$ cat src/rtl/elevator_scan_scheduler_if.sv
// Request/status bundle between the request logic and the SCAN scheduler.
// The request logic is the master; the scheduler is the slave.
interface elevator_scan_scheduler_if #(
  parameter int unsigned N_FLOORS = 6,
  parameter int unsigned N_CARS   = 2,
  parameter int unsigned FLOOR_W  = $clog2(N_FLOORS)
);
  logic [N_CARS*N_FLOORS-1:0] req_i;
  logic [N_CARS*N_FLOORS-1:0] pending_o;
  logic [N_CARS*FLOOR_W-1:0]  car_floor_o;
  logic [N_CARS-1:0]          car_dir_o;
  logic [N_CARS-1:0]          moving_o;
  logic [N_CARS-1:0]          door_open_o;
  logic [N_CARS-1:0]          arrive_o;

  modport master (
    output req_i,
    input  pending_o, car_floor_o, car_dir_o, moving_o, door_open_o, arrive_o
  );

  modport slave (
    input  req_i,
    output pending_o, car_floor_o, car_dir_o, moving_o, door_open_o, arrive_o
  );
endinterface

$ cat src/rtl/elevator_scan_scheduler.sv
// Multi-car SCAN elevator scheduler: latches per-car requests and runs one
// IDLE/MOVE/DWELL FSM per car with floor-travel and door-dwell timers.
module elevator_scan_scheduler #(
  parameter int unsigned N_FLOORS   = 6,
  parameter int unsigned N_CARS     = 2,
  parameter int unsigned TRAVEL_CYC = 60,
  parameter int unsigned DWELL_CYC  = 30,
  parameter int unsigned FLOOR_W    = $clog2(N_FLOORS)
) (
  input  logic                       clk,
  input  logic                       rst,
  elevator_scan_scheduler_if.slave   bus
);

  localparam int unsigned TMR_MAX = (TRAVEL_CYC > DWELL_CYC) ? TRAVEL_CYC : DWELL_CYC;
  localparam int unsigned TMR_W   = $clog2(TMR_MAX + 1);
  localparam int unsigned NB      = N_CARS * N_FLOORS;

  typedef enum logic [1:0] {
    ST_IDLE  = 2'd0,
    ST_MOVE  = 2'd1,
    ST_DWELL = 2'd2
  } state_e;

  state_e               state_q [N_CARS];
  state_e               state_d [N_CARS];
  logic [FLOOR_W-1:0]   floor_q [N_CARS];
  logic [FLOOR_W-1:0]   floor_d [N_CARS];
  logic [TMR_W-1:0]     tmr_q   [N_CARS];
  logic [TMR_W-1:0]     tmr_d   [N_CARS];
  logic [N_CARS-1:0]    dir_q, dir_d;
  logic [N_CARS-1:0]    arrive_q, arrive_d;
  logic [N_CARS-1:0]    moving_q, door_q;
  logic [NB-1:0]        pending_q, pending_d;

  logic [N_FLOORS-1:0]  p_car;
  logic [N_FLOORS-1:0]  req_car;
  logic [N_FLOORS-1:0]  pend_next_car;
  logic [FLOOR_W-1:0]   new_floor;

  // True when any bit of p lies strictly above (up=1) or below (up=0) floor f.
  function automatic logic any_toward(input logic [N_FLOORS-1:0] p,
                                      input logic [FLOOR_W-1:0]  f,
                                      input logic                up);
    logic r;
    r = 1'b0;
    for (int i = 0; i < int'(N_FLOORS); i++) begin
      if (up && (FLOOR_W'(i) > f) && p[i]) r = 1'b1;
      if (!up && (FLOOR_W'(i) < f) && p[i]) r = 1'b1;
    end
    return r;
  endfunction

  // Next-state logic for every car plus the request latch with clear-over-set.
  always_comb begin
    pending_d     = pending_q | bus.req_i;
    p_car         = '0;
    req_car       = '0;
    pend_next_car = '0;
    new_floor     = '0;
    dir_d         = dir_q;
    arrive_d      = '0;
    for (int c = 0; c < int'(N_CARS); c++) begin
      state_d[c]    = state_q[c];
      floor_d[c]    = floor_q[c];
      tmr_d[c]      = tmr_q[c];
      p_car         = pending_q[c*N_FLOORS +: N_FLOORS];
      req_car       = bus.req_i[c*N_FLOORS +: N_FLOORS];
      pend_next_car = pending_d[c*N_FLOORS +: N_FLOORS];
      new_floor     = floor_q[c];

      unique case (state_q[c])
        ST_IDLE: begin
          tmr_d[c] = '0;
          if (p_car[floor_q[c]]) begin
            state_d[c] = ST_DWELL;
          end else if (any_toward(p_car, floor_q[c], dir_q[c])) begin
            state_d[c] = ST_MOVE;
          end else if (any_toward(p_car, floor_q[c], !dir_q[c])) begin
            state_d[c] = ST_MOVE;
            dir_d[c]   = !dir_q[c];
          end
        end

        ST_MOVE: begin
          if (tmr_q[c] == TMR_W'(TRAVEL_CYC - 1)) begin
            new_floor   = dir_q[c] ? floor_q[c] + FLOOR_W'(1) : floor_q[c] - FLOOR_W'(1);
            floor_d[c]  = new_floor;
            arrive_d[c] = 1'b1;
            tmr_d[c]    = '0;
            if (p_car[new_floor]) begin
              state_d[c] = ST_DWELL;
            end else if (any_toward(p_car, new_floor, dir_q[c])) begin
              state_d[c] = ST_MOVE;
            end else if (any_toward(p_car, new_floor, !dir_q[c])) begin
              state_d[c] = ST_MOVE;
              dir_d[c]   = !dir_q[c];
            end else begin
              state_d[c] = ST_IDLE;
            end
          end else begin
            tmr_d[c] = tmr_q[c] + TMR_W'(1);
          end
        end

        ST_DWELL: begin
          // A fresh call at the open door keeps it open rather than queueing.
          if (req_car[floor_q[c]]) begin
            tmr_d[c] = '0;
          end else if (tmr_q[c] == TMR_W'(DWELL_CYC - 1)) begin
            tmr_d[c] = '0;
            if (any_toward(p_car, floor_q[c], dir_q[c])) begin
              state_d[c] = ST_MOVE;
            end else if (any_toward(p_car, floor_q[c], !dir_q[c])) begin
              state_d[c] = ST_MOVE;
              dir_d[c]   = !dir_q[c];
            end else begin
              state_d[c] = ST_IDLE;
            end
          end else begin
            tmr_d[c] = tmr_q[c] + TMR_W'(1);
          end
        end

        default: begin
          state_d[c] = ST_IDLE;
          tmr_d[c]   = '0;
        end
      endcase

      if (state_d[c] == ST_DWELL) pend_next_car[floor_d[c]] = 1'b0;
      pending_d[c*N_FLOORS +: N_FLOORS] = pend_next_car;
    end
  end

  // State and status registers.
  always_ff @(posedge clk or negedge rst) begin
    if (!rst) begin
      pending_q <= '0;
      dir_q     <= '1;
      arrive_q  <= '0;
      moving_q  <= '0;
      door_q    <= '0;
      for (int c = 0; c < int'(N_CARS); c++) begin
        state_q[c] <= ST_IDLE;
        floor_q[c] <= '0;
        tmr_q[c]   <= '0;
      end
    end else begin
      pending_q <= pending_d;
      dir_q     <= dir_d;
      arrive_q  <= arrive_d;
      for (int c = 0; c < int'(N_CARS); c++) begin
        state_q[c]  <= state_d[c];
        floor_q[c]  <= floor_d[c];
        tmr_q[c]    <= tmr_d[c];
        moving_q[c] <= (state_d[c] == ST_MOVE);
        door_q[c]   <= (state_d[c] == ST_DWELL);
      end
    end
  end

  assign bus.pending_o   = pending_q;
  assign bus.car_dir_o   = dir_q;
  assign bus.moving_o    = moving_q;
  assign bus.door_open_o = door_q;
  assign bus.arrive_o    = arrive_q;

  for (genvar g = 0; g < int'(N_CARS); g++) begin : g_floor_out
    assign bus.car_floor_o[g*FLOOR_W +: FLOOR_W] = floor_q[g];
  end

endmodule
$ cat src/flat_wrapper.sv
// flat-port wrapper written by rule: the top's interface ports become plain ports
module elevator_scan_scheduler_flat 
#(
  parameter int unsigned N_FLOORS   = 6,
  parameter int unsigned N_CARS     = 2,
  parameter int unsigned TRAVEL_CYC = 60,
  parameter int unsigned DWELL_CYC  = 30,
  parameter int unsigned FLOOR_W    = $clog2(N_FLOORS)
)
  (clk, rst, bus_req_i, bus_pending_o, bus_car_floor_o, bus_car_dir_o, bus_moving_o, bus_door_open_o, bus_arrive_o);
  elevator_scan_scheduler_if #(.N_FLOORS(N_FLOORS), .N_CARS(N_CARS), .FLOOR_W(FLOOR_W)) bus_i ();
  input  logic clk;
  input  logic rst;
  input wire logic [$bits(bus_i.req_i)-1:0] bus_req_i;
  output wire logic [$bits(bus_i.pending_o)-1:0] bus_pending_o;
  output wire logic [$bits(bus_i.car_floor_o)-1:0] bus_car_floor_o;
  output wire logic [$bits(bus_i.car_dir_o)-1:0] bus_car_dir_o;
  output wire logic [$bits(bus_i.moving_o)-1:0] bus_moving_o;
  output wire logic [$bits(bus_i.door_open_o)-1:0] bus_door_open_o;
  output wire logic [$bits(bus_i.arrive_o)-1:0] bus_arrive_o;
  assign bus_i.req_i = bus_req_i;
  assign bus_pending_o = bus_i.pending_o;
  assign bus_car_floor_o = bus_i.car_floor_o;
  assign bus_car_dir_o = bus_i.car_dir_o;
  assign bus_moving_o = bus_i.moving_o;
  assign bus_door_open_o = bus_i.door_open_o;
  assign bus_arrive_o = bus_i.arrive_o;
  elevator_scan_scheduler #(.N_FLOORS(N_FLOORS), .N_CARS(N_CARS), .TRAVEL_CYC(TRAVEL_CYC), .DWELL_CYC(DWELL_CYC), .FLOOR_W(FLOOR_W)) u_core (.clk(clk), .rst(rst), .bus(bus_i));
endmodule
$ cat config.mk
export PLATFORM = sky130hd
export DESIGN_NAME = elevator_scan_scheduler_flat
export DESIGN_NICKNAME = d
export VERILOG_FILES = /design/src/rtl/elevator_scan_scheduler_if.sv /design/src/rtl/elevator_scan_scheduler.sv /design/src/flat_wrapper.sv
export SDC_FILE = /design/constraint.sdc
export NUM_CORES = 1
export LEC_CHECK = 0
export BUFFER_PORTS_ARGS = -buffer_cell sky130_fd_sc_hd__buf_2
export CAP_MARGIN = 10
export CORE_ASPECT_RATIO = 2
export CORE_MARGIN = 2
export CORE_UTILIZATION = 60
export DETAILED_ROUTE_END_ITERATION = 6
export PLACE_DENSITY = 0.77
export SLEW_MARGIN = 20
export SYNTH_ARGS = -nofsm -noshare
export SYNTH_HDL_FRONTEND = slang
export SYNTH_SLANG_ARGS = --single-unit
$ cat constraint.sdc
create_clock -name clk -period 8.03 [get_ports clk]
set_clock_uncertainty 0.2 [all_clocks]
set_input_delay 1.606 -clock clk [delete_from_list [all_inputs] [get_ports clk]]
set_output_delay 1.606 -clock clk [all_outputs]
set_load 0.01 [all_outputs]
==> results of run 1 <==
-- logic make-up (layout without fill, tap and decap cells) --
group | Yosys count | after routing | share of synthesized area [%]
compound gates | 131 | 131 | 23.7
xor+xnor | 22 | 22 | 4.76
fa+ha+maj | 23 | 23 | 7.04
buf+inv | 64 | 78 | 7.51
flops | 42 | 42 | 26.0
mux | 21 | 21 | 6.80
simple gates | 193 | 193 | 24.2
-- area by class of cell --
class | instances | area (µm²) | share of cell area, %
clock inverters | 3 | 21.3 | 0.492
multi-input cells | 390 | 2690 | 62.3
clock buffers | 5 | 125 | 2.90
repair buffers | 41 | 210 | 4.86
inverters | 29 | 109 | 2.52
flip-flops and latches | 42 | 1050 | 24.4
well taps | 88 | 110 | 2.55
-- cells in the final DEF, fill, tap and decap left out, types with 6 or more instances in the layout --
master    instances
a21oi_1          22
a22oi_1           8
buf_2            39
dfrtp_1          40
ha_1             22
inv_1            28
mux2_2            9
mux2i_1           8
nand2_1          46
nand2b_1         17
nand3_1          15
nor2_1           45
nor2b_1          18
nor3_1           12
nor4_1            6
o21ai_0          16
o22ai_1          11
o32a_1            9
or2_2             7
xnor2_1          12
xor2_1           10
-- report_power, final --
| group | switching (W) | internal, W | total [W] |
|---|---|---|---|
| logic | 0.000176 | 0.000142 | 0.000319 |
| clock network | 0.0000854 | 0.000115 | 0.000200 |
| registers | 0.0000609 | 0.000242 | 0.000302 |
-- through the flow --
| stage | total power (W) | instances | setup slack, ns | area, µm² | hold slack, ns |
|---|---|---|---|---|---|
| floorplan | 0.000551 | 496 | 4.02 | 4050 | 0.261 |
| global route | 0.000873 | 598 | 3.20 | 4320 | 0.327 |
| CTS | 0.000823 | 598 | 3.65 | 4320 | 0.295 |
| detailed placement | 0.000622 | 590 | 3.68 | 4180 | 0.287 |
| finish | 0.000822 | 598 | 3.56 | 4320 | 0.295 |
| global placement | 0.000609 | 590 | 3.77 | 4180 | 0.275 |
-- sequential cells by signal (all words and copies together) (netlist names) --
register	cells
u_core.bus.arrive_o	2
u_core.bus.car_floor_o	6
u_core.bus.moving_o	2
u_core.state_q	4
u_core.bus.door_open_o	2
u_core.tmr_q	12
u_core.bus.pending_o	12
u_core.bus.car_dir_o	2
-- metal layers --
layer  GRT usage (%)  vias to the layer above
met5               0                        -
met2            54.8                      162
met3            4.17                       57
li1                -                     1819
met1            30.4                     1856
met4            21.7                        0
-- worst paths after layout --
check	from	to	slack, ns	cells after the start
max in group asynchronous	rst	u_core.tmr_q[6]	5.81	1
hold reg to reg	u_core.tmr_q[6]	u_core.tmr_q[6]	0.30	1
setup / recovery	u_core.bus.car_floor_o[0]	u_core.bus.pending_o[4]	3.56	10
min in group asynchronous	rst	u_core.bus.pending_o[11]	1.25	1
hold / removal	u_core.tmr_q[6]	u_core.tmr_q[6]	0.30	1
setup reg to reg	u_core.bus.car_floor_o[0]	u_core.bus.pending_o[4]	3.56	10
==> run_results.csv, run 1 <==
group,metric,value,unit
run_status,status,"finished, final reports clean",
routing,vias_per_cell,6.51,
routing,dr.first_iter.drc_count,468,
placed_design,io_buffer_count,39,
clocking,cts_sinks,42,
routing,wl_per_cell,18.5,µm
global_route,grt_max_degree,47,
global_route,grt_usage,31.0,%
routing,dr_wl_met3,438,µm
die,io_pins,40,
worst_setup_path,cpPeakStageDelay,0.93,ns
worst_setup_path,crit_fanout,27,
routing,via_count,3894,
final_layout,fin_nets,545,
worst_setup_path,cp_cell_sequence,"inv_1 -> ha_1 -> xnor2_1 -> nor2_1 -> o2bb2ai_1 -> a2111oi_0 -> nand3_1 -> a211oi_2 -> nand3_1 -> o32a_1",
routing,wl_met1,3710,µm
yosys,yosysTopAreaCellShare,24.7,%
timing,finalCritPeriodShare,55.7,%
timing,setup_viol,0,
clocking,clkLatencyLatePin,0.29,ns
timing,worst_pin_slew,0.981,ns
yosys,yosysMostFrequentCell,"nand2_1",
yosys,synth_ff_type,"dfrtp_1",
clocking,htreeDepth,2,
final_layout,area_delta_synth_final,6.70,%
global_route,grt_pass1_vias,3717,
die,row_count,42,
routing,ant_nets,0,
yosys,ys_seq_area_share,26.0,%
routing,routed_wl,11100,µm
die,die_area,0.00746,mm²
clocking,cts-root-buf,"clkbuf_16",
clocking,cts_inserted_buffers,5,
final_layout,nFillCells,595,
global_route,grt_antenna_before_repair,0,
yosys,async_reset_ff_share,100,%
yosys,synth_edf_count,0,
worst_setup_path,required,8.00,ns
power,powerDensity,190,mW/mm²
routing,wl_met2,6160,µm
min_path,min_path_type,"register to register",
yosys,syn_inst,496,
timing,setup_tns,0,ns
clocking,cts_setup_buffers,0,
power,ir_drop,0.000160,V
clocking,holdBufCountCts,0,
die,core_area,0.00657,mm²
worst_setup_path,path_buf_inv,1,
timing,finalMaxSlewViolations,0,
worst_setup_path,arrival,4.44,ns
yosys,yosysWarnings,0,
yosys,syn_area_per_cell,8.17,µm²
die,die_h,120,µm
worst_setup_path,end_kind,"register",
worst_setup_path,cp-start-kind,"register",
timing,relSlewSlack,34.6,%
routing,remaining_drc_errors,0,
worst_setup_path,crit_type,"register to register",
timing,hold_viol,0,
yosys,synth.distinct_cells,72,
placed_design,hpwlAfterDp,8320,µm
timing,fmax,224,MHz
final_layout,antenna-diode-count,0,
clocking,clk_pin_slew_worst_paths,0.06,ns
die,start_util,61.7,%
global_route,grt_pass1_wl,17400,µm
worst_setup_path,path_common_cell,"nand3_1",
yosys,synth_nets,532,
worst_setup_path,cp_top_family,"compound AO/OA/AOI/OAI gates",
timing,fin_crit,4.47,ns
final_layout,final_util,65.8,%
timing,rsz0062_at_grt,"no",
routing,routed.top_layer,"met4",
global_route,grt-ovfl-total,0,
clocking,post_cts_resized,0,
yosys,synth_area,0.00405,mm²
clocking,clk_path_buf_depth,2,
clocking,cts_tree,"done",
placed_design,place_congestion,0.893,
power,leakage,1.86,nW
yosys,synth_common_cells,"nand2_1 (46), nor2_1 (45), dfrtp_1 (40)",
yosys,yosys-top-cells-area,"dfrtp_1 (25%), ha_1 (6.8%), nand2_1 (4.3%)",
yosys,yosysTopAreaCell,"dfrtp_1",
die,fp.dieW,62.1,µm
worst_setup_path,slowest_stage,"dfrtp_1",
yosys,synth_seq_cells,42,
final_layout,drive_gt1_share,14.9,%
job,maxCapViolCount,0,
routing,firstDrtPassIters,5,
Note: power is estimated with default switching activity, not from simulation.
==> run 2: changes to the inputs <==
--- a/config.mk
+++ b/config.mk
@@ -5,6 +5,7 @@
 export SDC_FILE = /design/constraint.sdc
 export NUM_CORES = 1
 export LEC_CHECK = 0
+export ABC_AREA = 1
 export BUFFER_PORTS_ARGS = -buffer_cell sky130_fd_sc_hd__buf_2
 export CAP_MARGIN = 10
 export CORE_ASPECT_RATIO = 2
==> constraint.sdc (replaced) <==
create_clock -name clk -period 4.3 [get_ports clk]
set_clock_uncertainty 0.2 [all_clocks]
set_input_delay 0.86 -clock clk [delete_from_list [all_inputs] [get_ports clk]]
set_output_delay 0.86 -clock clk [all_outputs]
set_load 0.01 [all_outputs]
==> run_results.csv, run 2 <==
group,metric,value,unit
run_status,status,"finished, final reports clean",
placed_design,place_area,0.00446,mm²
clocking,cts-root-buf,"clkbuf_16",
routing,remaining_drc_errors,0,
power,p_sw,0.000656,W
global_route,grt_pass1_wl,20300,µm
yosys,syn_area_per_cell,6.22,µm²
final_layout,drive_gt1_share,15.0,%
timing,finalCritPeriodShare,79.0,%
clocking,holdBufCountCts,0,
yosys,synth_area,0.00428,mm²
power,ir_drop,0.000408,V
yosys,yosysMostFrequentCell,"nand2_1",
timing,fin_crit,3.40,ns
timing,finalMaxSlewViolations,0,
power,clkPwrFrac,23.6,%
global_route,grt_usage,33.1,%
worst_setup_path,crit_fanout,23,
placed_design,place_ws,0.959,ns
final_layout,final_cell_mix,"nand2_1 (239), inv_1 (80), nor2_1 (68)",
placed_design,io_buffer_count,39,
worst_setup_path,crit_type,"register to register",
clocking,clk_pin_slew_worst_paths,0.06,ns
timing,setup_tns,0,ns
die,core_area,0.00694,mm²
clocking,post_cts_resized,0,
worst_setup_path,cp_cell_sequence,"inv_1 -> ha_1 -> inv_1 -> nand2_1 -> nand3_1 -> inv_1 -> nand2_1 -> nand3_1 -> nand2_1 -> nor2_1 -> nand3_1 -> nor2_1 -> nand2_1 -> nand2_2 -> nand3_4 -> nand2_1 -> nand2_1",
final_layout,fin_nets,753,
die,io_pins,40,
clocking,htreeDepth,2,
die,row_count,43,
routing,firstDrtPassIters,6,
placed_design,hpwlAfterDp,9390,µm
final_layout,antenna-diode-count,0,
yosys,yosys-top-cells-area,"dfrtp_1 (23%), nand2_1 (21%), nand3_1 (7.5%)",
yosys,syn_inst,688,
worst_setup_path,cpPeakStageDelay,0.80,ns
power,powerDensity,340,mW/mm²
timing,worst_pin_slew,0.960,ns
die,fp.dieW,63.7,µm
worst_setup_path,cp_top_family,"simple AND/OR/NAND/NOR gates",
clocking,clkLatencyLatePin,0.29,ns
global_route,grt-ovfl-total,0,
worst_setup_path,end_kind,"register",
yosys,yosysTopAreaCellShare,23.4,%
routing,ant_nets,0,
yosys,yosysTopAreaCell,"dfrtp_1",
final_layout,layout_commonest_cell,"nand2_1",
die,die_area,0.00786,mm²
final_layout,final_area,0.00460,mm²
worst_setup_path,arrival,3.37,ns
yosys,async_reset_ff_share,100,%
timing,fmax,294,MHz
yosys,synth_ff_type,"dfrtp_1",
job,maxCapViolCount,0,
power,power_frac_comb,44.1,%
global_route,grt_antenna_before_repair,0,
final_layout,area_delta_synth_final,7.54,%
yosys,ys_seq_area_share,24.6,%
clocking,cts_tree,"done",
yosys,synth_edf_count,0,
yosys,synth_common_cells,"nand2_1 (239), inv_1 (80), nor2_1 (68)",
routing,dr.first_iter.drc_count,381,
final_layout,nFillCells,676,
worst_setup_path,path_common_cell,"nand2_1",
power,leakage,2.60,nW
power,p_int,0.000909,W
die,die_h,123,µm
yosys,yosysWarnings,0,
timing,rsz0062_at_grt,"no",
worst_setup_path,cp-start-kind,"register",
global_route,grt_pass1_vias,4595,
timing,hold_ws,0.296,ns
routing,vias_per_cell,5.65,
timing,hold_viol,0,
routing,routed_wl,12100,µm
clocking,clk_path_buf_depth,2,
routing,wl_per_cell,15.0,µm
yosys,synth_nets,724,
timing,fin_ws,0.904,ns
worst_setup_path,required,4.28,ns
clocking,cts_inserted_buffers,5,
placed_design,place_congestion,0.982,
routing,via_count,4565,
clocking,cts_sinks,42,
timing,relSlewSlack,36.0,%
final_layout,final_util,66.3,%
clocking,cts_setup_buffers,0,
timing,setup_viol,0,
yosys,synth.distinct_cells,42,
global_route,grt_max_degree,43,
worst_setup_path,path_buf_inv,3,
min_path,min_path_type,"register to register",
power,power_frac_seq,32.3,%
power,switching_share,41.9,%
die,start_util,61.7,%
yosys,synth_seq_cells,42,
worst_setup_path,slowest_stage,"dfrtp_1",
run 2: cell families (layout without fill, tap and decap cells):
group,count (synthesis),count (layout),synth area share [%]
compound gates,60,60,8.51
buf+inv,117,147,11.9
fa+ha+maj,22,22,6.43
xor+xnor,9,9,1.84
flops,42,42,24.6
simple gates,438,438,46.7
run 2: final timing paths:
path                                                 from                        end  slack, ns  cells after the start
worst max-delay path            u_core.bus.car_floor_o[0]    u_core.bus.pending_o[0]       0.90                     17
max in group asynchronous                             rst    u_core.bus.pending_o[7]       2.78                      1
worst max register to register  u_core.bus.car_floor_o[0]    u_core.bus.pending_o[0]       0.90                     17
worst min-delay path                      u_core.tmr_q[0]            u_core.tmr_q[0]       0.30                      1
min in group asynchronous                             rst  u_core.bus.car_floor_o[2]       0.52                      1
worst min register to register            u_core.tmr_q[0]            u_core.tmr_q[0]       0.30                      1
run 2: power by group through the flow:
| stage | logic, W | clock network, W | registers [W] |
|---|---|---|---|
| after global placement | 0.000654 | 0 | 0.000510 |
| final | 0.000690 | 0.000369 | 0.000505 |
| after CTS | 0.000687 | 0.000373 | 0.000505 |
| after detailed placement | 0.000681 | 0 | 0.000511 |
| after floorplan | 0.000532 | 0 | 0.000494 |
| after global routing | 0.000783 | 0.000390 | 0.000513 |
run 2: final cells by class:
class / instances / area, µm² / area share, %
clock buffer: 6 / 129 / 2.80
clock inverter: 2 / 13.8 / 0.299
inverter: 99 / 374 / 8.13
multi-input combinational: 529 / 2720 / 59.0
sequential: 42 / 1050 / 22.9
tap: 90 / 113 / 2.45
timing repair buffer: 40 / 203 / 4.40
run 2: metal layers:
layer,routed length [µm],GRT usage [%]
met1,4090,29.6
met2,6590,65.1
met3,427,3.37
met4,974,25.8
met5,0,0
run 2: stage by stage:
step / cells / power [W]
global route: 808 / 0.00169
CTS: 808 / 0.00156
detailed placement: 800 / 0.00119
global placement: 800 / 0.00116
floorplan: 688 / 0.00103
finish: 808 / 0.00156
